[config.mk]
export PLATFORM = sky130hd
export DESIGN_NAME = serial_add_seq
export DESIGN_NICKNAME = d
export VERILOG_FILES = /design/src/rtl/serial_add_pkg.sv /design/src/rtl/serial_add_seq_bit1_adder.sv /design/src/rtl/serial_add_seq.sv
export SDC_FILE = /design/constraint.sdc
export NUM_CORES = 1
export LEC_CHECK = 0
export ABC_AREA = 1
export BUFFER_PORTS_ARGS = -buffer_cell sky130_fd_sc_hd__buf_2
export CAP_MARGIN = 20
export CORE_AREA = 4 4 151 109
export CTS_BUF_LIST = sky130_fd_sc_hd__clkbuf_2
export DETAILED_ROUTE_END_ITERATION = 10
export DIE_AREA = 0 0 155 113
export PLACE_DENSITY = 0.59
export SLEW_MARGIN = 10
export SYNTH_ARGS = -nofsm -noshare
export SYNTH_HDL_FRONTEND = slang
export SYNTH_HIERARCHICAL = 1
export SYNTH_SLANG_ARGS = --single-unit
[constraint.sdc]
create_clock -name clk -period 1.65 [get_ports clk]
set_clock_uncertainty 0.1 [all_clocks]
set_input_delay 0.2475 -clock clk [delete_from_list [all_inputs] [get_ports clk]]
set_output_delay 0.2475 -clock clk [all_outputs]
set_load 0.05 [all_outputs]
[src/rtl/serial_add_pkg.sv]
// serial_add_pkg: shared types and constants for the bit-serial add/sub sequencer.
// Optional overflow flag is enabled with SERIAL_ADD_OVF_EN.
package serial_add_pkg;

  typedef enum logic [1:0] {
    IDLE,
    RUN,
    DONE
  } sa_state_t;

  localparam int SA_WIDTH_DEFAULT = 32;

  function automatic int cnt_w(input int w);
    return $clog2(w);
  endfunction

endpackage

[src/rtl/serial_add_seq_bit1_adder.sv]
// bit1_adder: single-bit full adder cell shared by the serial sequencer.
// Purely combinational.
module bit1_adder (
  input  logic x,
  input  logic y,
  input  logic ci,
  output logic s,
  output logic c
);

  assign s = x ^ y ^ ci;
  assign c = (x & y) | (ci & (x ^ y));

endmodule

[src/rtl/serial_add_seq.sv]
// serial_add_seq: WIDTH-cycle bit-serial add/subtract around one bit1_adder.
// Define SERIAL_ADD_OVF_EN to add the signed overflow output ovf.
module serial_add_seq
  import serial_add_pkg::*;
#(
  parameter int WIDTH = SA_WIDTH_DEFAULT
) (
  input  logic             clk,
  input  logic             rst,
  input  logic             start,
  input  logic             sub,
  input  logic [WIDTH-1:0] a,
  input  logic [WIDTH-1:0] b,
  output logic             busy,
  output logic             done,
  output logic [WIDTH-1:0] result,
`ifdef SERIAL_ADD_OVF_EN
  output logic             cout,
  output logic             ovf
`else
  output logic             cout
`endif
);

  localparam int CW = cnt_w(WIDTH);
  localparam logic [CW-1:0] LAST = CW'(WIDTH - 1);

  sa_state_t        state;
  sa_state_t        state_nx;
  logic [WIDTH-1:0] sh_a;
  logic [WIDTH-1:0] sh_b;
  logic             cy;
  logic [CW-1:0]    cnt;
  logic             s;
  logic             c;
  logic             last;

  bit1_adder u_cell (
    .x (sh_a[0]),
    .y (sh_b[0]),
    .ci(cy),
    .s (s),
    .c (c)
  );

  assign last = (state == RUN) && (cnt == LAST);
  assign busy = (state != IDLE);
  assign done = (state == DONE);

  always_comb begin
    state_nx = state;
    unique case (state)
      IDLE:    if (start) state_nx = RUN;
      RUN:     if (last) state_nx = DONE;
      DONE:    state_nx = IDLE;
      default: state_nx = IDLE;
    endcase
  end

  always_ff @(posedge clk) begin
    if (rst) begin
      state  <= IDLE;
      sh_a   <= '0;
      sh_b   <= '0;
      cy     <= 1'b0;
      cnt    <= '0;
      result <= '0;
      cout   <= 1'b0;
    end else begin
      state <= state_nx;
      if (state == IDLE && start) begin
        sh_a <= a;
        sh_b <= b ^ {WIDTH{sub}};
        cy   <= sub;
        cnt  <= '0;
      end else if (state == RUN) begin
        sh_a   <= sh_a >> 1;
        sh_b   <= sh_b >> 1;
        result <= {s, result[WIDTH-1:1]};
        cy     <= c;
        // hold cnt at WIDTH-1 so it never wraps inside an operation
        if (!last) cnt <= cnt + 1'b1;
        if (last) cout <= c;
      end
    end
  end

`ifdef SERIAL_ADD_OVF_EN
  logic cy_msb;

  always_ff @(posedge clk) begin
    if (rst) cy_msb <= 1'b0;
    else if (last) cy_msb <= cy;
  end

  // carry into MSB xor carry out of MSB, both held until the next op ends
  assign ovf = cy_msb ^ cout;
`endif

endmodule

# Word level (Yosys, flattened, before mapping)
# Index checks and enable logic that the tools add are counted.
dict set report totals {
  register_bits 105
  inputBits 68
  elab_cells 40
}
dict set report classes {
  add_sub_neg 1
  eq_ne 5
  muxes 9
  bitwise_logic 8
  n_reduce_logical 10
}
# op n
set op_table {}
lappend op_table {{two-way mux 32 bit} 4}
lappend op_table {{bitwise XOR 32 bit} 1}
lappend op_table {{AND reduction 2 bit} 3}
lappend op_table {{adder 5 x 1 -> 5 bit, second input constant} 1}
lappend op_table {{equality test 5 bit, second input constant} 1}
lappend op_table {{two-way mux 2 bit} 2}
lappend op_table {{!= test 2 bit, second input constant} 2}
lappend op_table {{case mux 2 bit (2 select lines)} 1}
lappend op_table {{nonzero test 2 bit} 2}
lappend op_table {{AND reduction 3 bit} 1}
lappend op_table {{AND 1 bit} 2}
lappend op_table {{equality test 2 x 1 -> 1 bit, second input constant} 1}
lappend op_table {{equality test 2 bit, second input constant} 1}
lappend op_table {{logical AND 1 bit} 2}
lappend op_table {{zero test 2 bit} 1}
lappend op_table {{two-way mux 1 bit} 2}
lappend op_table {{NOT 1 bit} 2}
lappend op_table {{OR reduction 2 bit} 1}
lappend op_table {{bitwise XOR 1 bit} 2}
lappend op_table {{OR 1 bit} 1}

# Depth between registers and ports, before layout
dict set report logic_depth {
  ltp_word 5
  ltp_mapped 9
  ltp_nobuf 8
}

# Hierarchy
# The synthesis kept the hierarchy.
# module n_inst cells_per_inst area_per_inst_um2 seq_area_each_um2
set modules_own_cells {}
lappend modules_own_cells {serial_add_seq 1 809 5132.4 2102.0}
lappend modules_own_cells {bit1_adder 1 1 20.0 0.0}

# Worst setup path before layout
# Ideal clock, no wire load.
dict set report synth_timing {
  kind {flip-flop to output port}
  start {register state[1]}
  end {output port done}
  t_arrival_ns 1.347
  t_required_ns 1.302
  path_slack_ns -0.045
  path_stages_with_launch 4
  n_path_buf 1
  cell_sequence {dfxtp_1 -> inv_2 -> clkbuf_1 -> nor2_1}
}
dict set report synth_via {
  elab_chain_cells 1
}
# element line
set synth_lines {}
lappend synth_lines {{start, declared} serial_add_seq.sv:28} ;# sa_state_t state;
lappend synth_lines {{start signal, assigned} serial_add_seq.sv:70} ;# state <= state_nx;
lappend synth_lines {{equality test 2 bit} serial_add_seq.sv:48} ;# assign done = (state == DONE);
lappend synth_lines {{end, declared} serial_add_seq.sv:15} ;# output logic done,
# Every way passes these cells.

# Worst setup path in the final report
dict set report layout_timing {
  start {register state[0]}
  end {output port done}
}
# The elaborated chain is that of the path after synthesis.

==> flow_summary.json <==
{
  "timing.rr.end": "sh_b[9]",
  "clkPwrFrac": 0.222,
  "h-tree-depth": 3,
  "period_share": 1.031,
  "overflow": 0,
  "drive_gt1_frac": 0.2125,
  "clockBufferDepth": 2,
  "antenna_cells": 0,
  "hold_viol_final": 0,
  "cts_buffers": 9,
  "dp_worst_setup_slack_ns": 0.08311,
  "synth_edf_count": 0,
  "min_path_cells": 4,
  "grtUsageMet3": 0.03861,
  "cts.sinks": 105,
  "routabilityCongestion": 0.7671,
  "outcome": "complete, but fails checks",
  "cp_data_arrival_time_ns": 1.35,
  "synthTopCellsByArea": "dfxtp_1 41%, nand2_1 26%, a21oi_1 5.6%",
  "max_freq_ghz": 0.5879,
  "avgRoutedWirePerCell_um": 11.32,
  "nets": 1045,
  "drt-total-wl_um": 13350,
  "syn_avg_cell_area_um2": 6.361,
  "min_from": "sub",
  "synth-seq-area-share": 0.4080,
  "antenna_found_initial": 0,
  "combPwrFrac": 0.273,
  "cpLargestDelayFamily": "flip-flops",
  "synth_flop_cell": "dfxtp_1",
  "slew_headroom": 0.7927,
  "yosysMostFrequentCell": "nand2_1",
  "fillCellCount": 1523,
  "num_rows": 38,
  "port_buffers": 102,
  "final_design_area_no_fill_um2": 7187,
  "drc": 0,
  "use_met1": 0.2177,
  "synth_common_cells": "361 x nand2_1, 105 x dfxtp_1, 70 x nor2_1, 58 x a21oi_1, 49 x inv_1",
  "grt_pass1_vias": 4817,
  "regToRegSetupSlack_ns": 0.12,
  "ff2ff_path_depth": 8,
  "rsz0062_at_grt": "yes",
  "grt_pass1_wl_um": 22670,
  "hold_path_end": "cy",
  "critical_path.max_stage_delay_ns": 0.42,
  "start_util": 0.3397,
  "top_usage_layer": "met2",
  "hold_ws_ns": 0.09921,
  "ant_nets": 0,
  "crit_slowest_cell": "dfxtp_4",
  "timing.critical_path.fanout_max": 2,
  "switching_share": 0.3338,
  "clk_pin_slew_ns": 0.27,
  "grtUsageMet2": 0.2379,
  "syn_area_um2": 5152,
  "powerDensity_nw_per_um2": 792.8,
  "ys_async_sr_fraction": 0,
  "cts_root_buffer": "clkbuf_2",
  "via_per_inst": 4.453,
  "setup_viol": 2,
  "dpl.hpwl_um": 8302,
  "drv_slew": 0,
  "setup_tns_ns": -0.09898,
  "synth.top_cell.area_share": 0.4080,
  "fin_crit_ns": 1.701,
  "hold_path_class": "primary input to flip-flop",
  "via_count": 5250,
  "ys_ff_latch": 105,
  "io_pins": 103,
  "p_int_mw": 3.796,
  "fp.dieH_um": 113,
  "cts_tree": "done",
  "dieArea_um2": 17520,
  "drt_first_pass_iters": 4,
  "drt-initial-drc-count": 300,
  "place_inst": 1080,
  "synth_nets": 881,
  "coreArea_um2": 15170,
  "maxCapViolCount": 0,
  "p_switching_mw": 1.902,
  "die_w_um": 155,
  "r2r-start": "state[0]",
  "area_delta_synth_final_pct": 39.49,
  "instances_no_fill": 1179,
  "end_kind": "output port",
  "synth_cell_types": 22,
  "crit_top_cell": "buf_8",
  "cp_cell_sequence": "buf_8 > nor2_4 > buf_8",
  "postPlaceCellArea_um2": 5989,
  "critical_path_class": "flip-flop to output port",
  "required_ns": 1.30,
  "synth_largest_area_cell": "dfxtp_1",
  "total_power_mw": 5.698,
  "critPathBufInv": 2,
  "tightestPinTransition_ns": 0.3109,
  "failed_checks": "negative setup slack",
  "finalWorstSetupSlack_ns": -0.05085,
  "yosys_warnings": 6,
  "syn_inst": 810,
  "cellLeakagePower_nw": 3.498,
  "seqPwrFrac": 0.505,
  "cp-start-kind": "flip-flop",
  "ir_worst_vdd_v": 0.0003807,
  "grt_max_degree": 37,
  "grt_usage": 0.1542,
  "post-route-util": 0.4738,
  "clkLatencyLatePin_ns": 0.58
}
worst max-delay path by stage:
stage	from	end	slack (ns)	cells past startpoint
3_5_place_dp	cnt[0]	cnt[0]	0.08	8
4_1_cts	state[0]	done	-0.13	3
6_report	state[0]	done	-0.05	3
3_3_place_gp	cnt[0]	cnt[0]	0.07	8
5_1_grt	state[0]	done	-0.18	3
2_1_floorplan	state[1]	done	0.17	3
repair_timing:
item	in CTS	in global routing
hold buffers	66	0
cloned	0	3
pin swaps	1	2
endpoints found under the hold margin	65	0
endpoints found under the setup margin	31	43
resized for setup	46	52
setup buffers	6	9
cell usage in the layout, fill, tap and decap left out, types with 3 or more instances in the layout:
cell type	count
dfxtp_2	34
dfxtp_1	69
clkbuf_4	3
nand3_1	35
o21ai_1	6
buf_2	67
buf_6	10
o21ai_0	26
inv_1	49
clkbuf_2	9
nand2_1	358
buf_4	45
nor2_4	5
clkbuf_16	3
a21oi_1	56
inv_6	3
nand3b_1	30
buf_12	11
dlygate4sd3_1	66
nor2_1	69
worst reg2reg max path, delay by kind of cell, from the launching register on:
family | cells | cell delay (ns)
buffers and inverters | 4 | 0.54
AND/OR/NAND/NOR | 3 | 0.21
AO/OA/AOI/OAI | 1 | 0.21
flip-flops | 1 | 0.42
registers in the layout, indices dropped and copies added (netlist names):
register	flops
result	32
sh_a	32
sh_b	32
cnt	5
state	2
cout	1
cy	1
layout make-up:
| cell class | instances | area [um2] | share of cell area |
|---|---|---|---|
| Multi-Input combinational cell | 599 | 2645 | 0.3680 |
| Timing Repair Buffer | 208 | 1822 | 0.2535 |
| Sequential cell | 105 | 2152 | 0.2994 |
| Tap cell | 200 | 250.2 | 0.03482 |
| Clock inverter | 7 | 76.32 | 0.01062 |
| Inverter | 51 | 196.4 | 0.02733 |
| Clock buffer | 9 | 45.04 | 0.006267 |
power groups by stage:
stage	sequential (mW)	combinational, mW	clock (mW)
3_3_place_gp	2.90	1.29	0
2_1_floorplan	3.11	0.697	0
5_1_grt	2.91	1.74	1.43
6_report	2.88	1.56	1.26
3_5_place_dp	2.91	1.30	0
4_1_cts	2.86	1.48	1.34
cell families after synthesis:
group,Yosys count,synth area share
and+or+nand+nor,502,0.4007
buffers and inverters,106,0.08937
adders and majority gates,3,0.008741
AOI/OAI and AO/OA,93,0.09155
xor gates and xnor gates,1,0.001700
DFF,105,0.4080
per-layer routing:
metal | part of all wire | vias up
li1 | - | 2828
met1 | 0.51 | 2314
met2 | 0.43 | 100
met3 | 0.046 | 8
met4 | 0.0081 | 0
met5 | 0 | -
(Power assumes the default switching activity.)
